==> config.mk <==
export PLATFORM = sky130hd
export DESIGN_NAME = serial_hex_subtractor_flat
export DESIGN_NICKNAME = d
export VERILOG_FILES = /design/src/rtl/serial_hex_subtractor_pkg.sv /design/src/rtl/serial_hex_subtractor_if.sv /design/src/rtl/serial_hex_subtractor_half_subtractor.sv /design/src/rtl/serial_hex_subtractor.sv /design/src/flat_wrapper.sv
export SDC_FILE = /design/constraint.sdc
export NUM_CORES = 1
export LEC_CHECK = 0
export CAP_MARGIN = 10
export CORE_MARGIN = 5
export CORE_UTILIZATION = 45
export DETAILED_ROUTE_END_ITERATION = 16
export PLACE_DENSITY = 0.8
export SYNTH_ARGS = -nofsm -noshare
export SYNTH_HDL_FRONTEND = slang
export SYNTH_SLANG_ARGS = --single-unit
export TNS_END_PERCENT = 10
==> constraint.sdc <==
create_clock -name Clk -period 2.5 [get_ports Clk]
set_input_delay 0.5 -clock Clk [delete_from_list [all_inputs] [get_ports Clk]]
set_output_delay 0.5 -clock Clk [all_outputs]
set_load 0.05 [all_outputs]
==> src/rtl/serial_hex_subtractor_pkg.sv <==
// Shared definitions for the bit-serial subtractor: state encoding and default width.
package serial_hex_subtractor_pkg;

    localparam int DEFAULT_WIDTH = 8;

    typedef enum logic [1:0] {
        IDLE = 2'd0,
        SUB  = 2'd1,
        NEG  = 2'd2,
        DONE = 2'd3
    } state_t;

endpackage

==> src/rtl/serial_hex_subtractor_if.sv <==
// Control/data bundle between the control logic (master) and the subtractor (slave).
//
// Handshake: the master raises Start with A/B stable; the slave accepts on a rising
// edge where Start=1 and Busy=0 (state IDLE or DONE). Start and A/B are ignored while
// Busy=1. Done pulses for exactly one cycle; D/BorrowOut/Neg/Mag are valid from that
// cycle and hold until the next accepted Start. dbg_state mirrors the FSM state.
interface serial_hex_subtractor_if
    import serial_hex_subtractor_pkg::*;
#(
    parameter int WIDTH = DEFAULT_WIDTH
) ();

    logic             Start;
    logic [WIDTH-1:0] A;
    logic [WIDTH-1:0] B;
    logic             Busy;
    logic             Done;
    logic [WIDTH-1:0] D;
    logic             BorrowOut;
    logic             Neg;
    logic [WIDTH-1:0] Mag;
    state_t           dbg_state;

    modport master (
        output Start, A, B,
        input  Busy, Done, D, BorrowOut, Neg, Mag, dbg_state
    );

    modport slave (
        input  Start, A, B,
        output Busy, Done, D, BorrowOut, Neg, Mag, dbg_state
    );

endinterface

==> src/rtl/serial_hex_subtractor_half_subtractor.sv <==
// Single-bit half subtractor: In1 - In2.
module half_subtractor (
    input  logic In1,
    input  logic In2,
    output logic Diff,
    output logic Bout
);

    assign Diff = In1 ^ In2;
    assign Bout = ~In1 & In2;

endmodule

==> src/rtl/serial_hex_subtractor.sv <==
// Bit-serial unsigned subtractor, LSB first. A first pass forms A-B; when it borrows,
// a second pass forms 0-D on the same full-subtract bit to produce the magnitude.
module serial_hex_subtractor
    import serial_hex_subtractor_pkg::*;
#(
    parameter int WIDTH = DEFAULT_WIDTH
) (
    input  logic                  Clk,
    input  logic                  nReset,
    serial_hex_subtractor_if.slave bus
);

    localparam int CNT_W = $clog2(WIDTH) + 1;

    state_t           state;
    state_t           state_next;
    logic             accept;
    logic             busy;
    logic             done;

    // a_sr collects result bits at its MSB as operand bits leave its LSB, so after
    // a pass it holds that pass's result. b_sr rotates, so in NEG it returns to D.
    logic [WIDTH-1:0] a_sr;
    logic [WIDTH-1:0] b_sr;
    logic [WIDTH-1:0] a_next;
    logic [WIDTH-1:0] b_rot;
    logic             borrow_q;
    logic [CNT_W-1:0] cnt;
    logic             last_bit;

    logic [WIDTH-1:0] d_q;
    logic [WIDTH-1:0] mag_q;
    logic             borrow_out_q;

    logic             op_a;
    logic             op_b;
    logic             hs1_diff;
    logic             hs1_bout;
    logic             hs2_bout;
    logic             diff_bit;
    logic             bout_bit;

    // Operand mux: NEG subtracts D from zero.
    assign op_a = (state == NEG) ? 1'b0 : a_sr[0];
    assign op_b = b_sr[0];

    half_subtractor u_hs_ab (
        .In1  (op_a),
        .In2  (op_b),
        .Diff (hs1_diff),
        .Bout (hs1_bout)
    );

    half_subtractor u_hs_bin (
        .In1  (hs1_diff),
        .In2  (borrow_q),
        .Diff (diff_bit),
        .Bout (hs2_bout)
    );

    assign bout_bit = hs1_bout | hs2_bout;
    assign last_bit = (cnt == CNT_W'(WIDTH - 1));
    assign a_next   = {diff_bit, a_sr[WIDTH-1:1]};
    assign b_rot    = {b_sr[0], b_sr[WIDTH-1:1]};

    // State register.
    always_ff @(posedge Clk or negedge nReset) begin
        if (!nReset) begin
            state <= IDLE;
        end else begin
            state <= state_next;
        end
    end

    // Next-state and handshake outputs.
    always_comb begin
        state_next = state;
        accept     = 1'b0;
        busy       = 1'b0;
        done       = 1'b0;
        case (state)
            IDLE: begin
                if (bus.Start) begin
                    accept     = 1'b1;
                    state_next = SUB;
                end
            end
            SUB: begin
                busy = 1'b1;
                if (last_bit) begin
                    state_next = bout_bit ? NEG : DONE;
                end
            end
            NEG: begin
                busy = 1'b1;
                if (last_bit) begin
                    state_next = DONE;
                end
            end
            DONE: begin
                done = 1'b1;
                if (bus.Start) begin
                    accept     = 1'b1;
                    state_next = SUB;
                end else begin
                    state_next = IDLE;
                end
            end
            default: state_next = IDLE;
        endcase
    end

    // Serial datapath; visible results change only on the edge entering DONE.
    always_ff @(posedge Clk or negedge nReset) begin
        if (!nReset) begin
            a_sr         <= '0;
            b_sr         <= '0;
            borrow_q     <= 1'b0;
            cnt          <= '0;
            d_q          <= '0;
            mag_q        <= '0;
            borrow_out_q <= 1'b0;
        end else if (accept) begin
            a_sr     <= bus.A;
            b_sr     <= bus.B;
            borrow_q <= 1'b0;
            cnt      <= '0;
        end else if (busy) begin
            a_sr     <= a_next;
            borrow_q <= bout_bit;
            if (last_bit) begin
                cnt      <= '0;
                borrow_q <= 1'b0;
                if (state == SUB && bout_bit) begin
                    // Negative: D becomes the subtrahend of the 0 - D pass.
                    b_sr <= a_next;
                end else begin
                    b_sr         <= b_rot;
                    d_q          <= (state == NEG) ? b_rot : a_next;
                    mag_q        <= a_next;
                    borrow_out_q <= (state == NEG);
                end
            end else begin
                cnt  <= cnt + CNT_W'(1);
                b_sr <= b_rot;
            end
        end
    end

    assign bus.Busy      = busy;
    assign bus.Done      = done;
    assign bus.D         = d_q;
    assign bus.Mag       = mag_q;
    assign bus.BorrowOut = borrow_out_q;
    assign bus.Neg       = borrow_out_q;
    assign bus.dbg_state = state;

endmodule

==> src/flat_wrapper.sv <==
// flat-port wrapper written by rule: the top's interface ports become plain ports
module serial_hex_subtractor_flat import serial_hex_subtractor_pkg::*;
#(
    parameter int WIDTH = DEFAULT_WIDTH
)
  (Clk, nReset, bus_Start, bus_A, bus_B, bus_Busy, bus_Done, bus_D, bus_BorrowOut, bus_Neg, bus_Mag, bus_dbg_state);
  serial_hex_subtractor_if #(.WIDTH(WIDTH)) bus_i ();
  input  logic Clk;
  input  logic nReset;
  input wire logic [$bits(bus_i.Start)-1:0] bus_Start;
  input wire logic [$bits(bus_i.A)-1:0] bus_A;
  input wire logic [$bits(bus_i.B)-1:0] bus_B;
  output wire logic [$bits(bus_i.Busy)-1:0] bus_Busy;
  output wire logic [$bits(bus_i.Done)-1:0] bus_Done;
  output wire logic [$bits(bus_i.D)-1:0] bus_D;
  output wire logic [$bits(bus_i.BorrowOut)-1:0] bus_BorrowOut;
  output wire logic [$bits(bus_i.Neg)-1:0] bus_Neg;
  output wire logic [$bits(bus_i.Mag)-1:0] bus_Mag;
  output wire logic [$bits(bus_i.dbg_state)-1:0] bus_dbg_state;
  assign bus_i.Start = bus_Start;
  assign bus_i.A = bus_A;
  assign bus_i.B = bus_B;
  assign bus_Busy = bus_i.Busy;
  assign bus_Done = bus_i.Done;
  assign bus_D = bus_i.D;
  assign bus_BorrowOut = bus_i.BorrowOut;
  assign bus_Neg = bus_i.Neg;
  assign bus_Mag = bus_i.Mag;
  assign bus_dbg_state = bus_i.dbg_state;
  serial_hex_subtractor #(.WIDTH(WIDTH)) u_core (.Clk(Clk), .nReset(nReset), .bus(bus_i));
endmodule
==> reports/results.txt <==
via count - 1,546
Routed Antenna Nets - 0
WHS - 260 ps
DP HPWL - 3170 um
crit path max fanout - 17
initial core utilization - 47.2%
register area - 1000 sq um
met2 GRT Util - 24.0%
CTS Buf Count - 5
worst hold path class - input port to async pin
core area - 4440 sq um
RSZ-0062 raised after global routing - no
largest net degree at the start of global routing - 41
Post-CTS Setup Bufs - 0
cts hold-fix bufs - 0
Synth Register Bits - 40
power density over the cells - 1550 nW/um^2
Total GRT Usage - 15.4%
Max Clk Rate - 0.448 GHz
synth warn - 0
Port Buffer Count - 40
final worst setup slack - 266 ps
Area Overhead vs Synth - 28.9%
Worst Path Arrival - 2410 ps
count of final setup violators - 0
initial DRC count - 123
vias per std cell - 5.56
Routed WL - 4540 um
Max clock buf depth - 2
GRT Max-Usage Layer - met2
# nets final - 251
Main synth FF type - dfrtp_1
Root Buffer Master - clkbuf_8
Final Hold Viols - 0
met3 GRT Util - 4.35%
# diodes - 0
pre-CTS setup slack - 277 ps
max_cap viols - 0
Distinct cells, synth - 33
clock sinks - 40
min Tclk post-route - 2230 ps
initial antenna violation count - 0
Die ar. - 6130 sq um
CP Class - flip-flop to flip-flop
CP required - 2680 ps
number of global-route vias before repair - 1,568
Final GP Congestion - 0.771
Syn Nets - 212
Synth Cell Area - 2100 sq um
WL/cell - 16.3 um
clk slew on worst S/H paths - 80 ps
max-slew violation count - 0
multi-input combinational cell area - 1020 sq um
Lkg Pwr - 0.00118 uW
fillers - 360
R2R Setup Slk - 270 ps
clk_lat worst skew - 290 ps
Syn Inst Count - 186
CTS tree - built
global-route track usage on met1 - 21.4%
overall die width - 78.3 um
endpoint type of the worst setup path - flip-flop
period utilization - 89.4%
Sum Neg Setup Slack - 0 ps
io pins - 41
Die H - 78.3 um
DRC Markers - 0
number of flops mapped to enable cells by yosys - 0
post-layout util - 60.9%
slew at the pin closest to its max-slew limit - 507 ps
first-pass GRT wire length - 7560 um
drt pass-1 iters - 4
peak supply drop - 632 uV
Worst Skew - 8.40 ps
Seq/Total Area, Yosys - 47.7%
ratio of cells with drive above 1 in the final layout - 20.8%
htree depth - 2
Cell Rows - 24
nature of the critical path startpoint - flip-flop
total gr overflow - 0
cts repair resizes - 0
asr flop ratio synth - 100%
syn avg cell area - 11.3 sq um
status - complete, no violations
Slew HR - 66.2%
[Yosys cell counts (all sizes together), types with 6 or more instances]
cell type  number  area share [%]
a211oi          9             3.2
a31oi           8             2.4
buf             9             2.5
dfrtp          40              48
ha              6             3.6
mux2           24              14
mux2i           9             4.3
nand2          12             2.1
nand3           9             2.7
nor2b          11             3.3
o21ai          19             4.5
[power by group]
group / internal, uW / switching (uW)
Combinational: 925 / 1340
Sequential: 959 / 257
Clock: 499 / 225
[layer usage]
layer | wire length [um] | vias to the layer above
met5 | 0 | -
met4 | 45 | 0
met3 | 204 | 6
met2 | 2080 | 43
met1 | 2200 | 753
li1 | - | 744
[worst paths after layout]
| check | startpoint | to | depth (start not counted) |
|---|---|---|---|
| max | u_core.bus.dbg_state[0] | u_core.bus.Mag[0] | 7 |
| min | nReset | u_core.bus.Mag[5] | 2 |
| max reg2reg | u_core.bus.dbg_state[0] | u_core.bus.Mag[0] | 7 |
| min reg2reg | u_core.cnt[3] | u_core.cnt[3] | 1 |
| max in group asynchronous | nReset | u_core.bus.dbg_state[0] | 2 |
| min in group Clk | u_core.cnt[3] | u_core.cnt[3] | 1 |
[sequential cells by signal (all words and copies together), names as in the netlist]
signal,flops
u_core.b_sr,8
u_core.a_sr,8
u_core.borrow_q,1
u_core.cnt,4
u_core.bus.BorrowOut,1
u_core.bus.D,8
u_core.bus.dbg_state,2
u_core.bus.Mag,8
[critical path: stages, from the launching register on]
cell and delay [ps]:
dfrtp_2 410, inv_2 60, ha_1 200, nand2b_1 160, fa_2 390, nand2_2 180
nand3_4 290, mux2_4 400
[stage by stage]
stage | area, sq um | std cells | power (uW)
2_1_floorplan | 2110 | 186 | 2810
3_3_place_gp | 2550 | 270 | 3430
3_5_place_dp | 2550 | 270 | 3480
4_1_cts | 2710 | 278 | 4220
5_1_grt | 2710 | 278 | 4460
6_report | 2710 | 278 | 4200
[area by class of cell]
class	count	area share (%)
Multi-Input combinational cell	129	37.7
Sequential cell	40	37.1
Timing Repair Buffer	45	16.4
Inverter	4	0.555
Tap cell	52	2.41
Clock buffer	5	2.54
Clock inverter	3	3.33
[kinds of logic after synthesis]
kind of cell	after synthesis	share of synthesized area, %
AO/OA/AOI/OAI	44	13.0
adder cells (fa/ha/maj)	7	4.53
buffers and inverters	17	3.94
flip-flops	40	47.7
multiplexers	33	18.8
AND/OR/NAND/NOR	45	12.0
[placed cells by master (no fill, tap or decap)]
cell and instances:
buf_2 1, o21ai_0 19, and3b_2 1, or3b_2 1, nor2b_1 11, mux2_4 9
nand2_2 1, clkdlybuf4s50_1 38, dfrtp_2 2, mux2_2 15, a32o_1 1, and3b_1 1
nand3_1 8, inv_2 1, o31ai_1 1, or3_1 1, o2111ai_1 2, a22o_1 1
mux2i_1 9, buf_12 1, inv_1 3, buf_4 5, nand3_4 1, a31oi_1 8
nand2b_1 3, bufinv_16 3, and2_1 1, dfrtp_1 38, a211oi_1 9, clkbuf_8 5
nand3b_1 1, a21oi_1 2, nor2_1 4, ha_1 6, o22ai_1 1, fa_2 1
nand2_1 11
No activity file was read; power rests on OpenSTA's default activity.
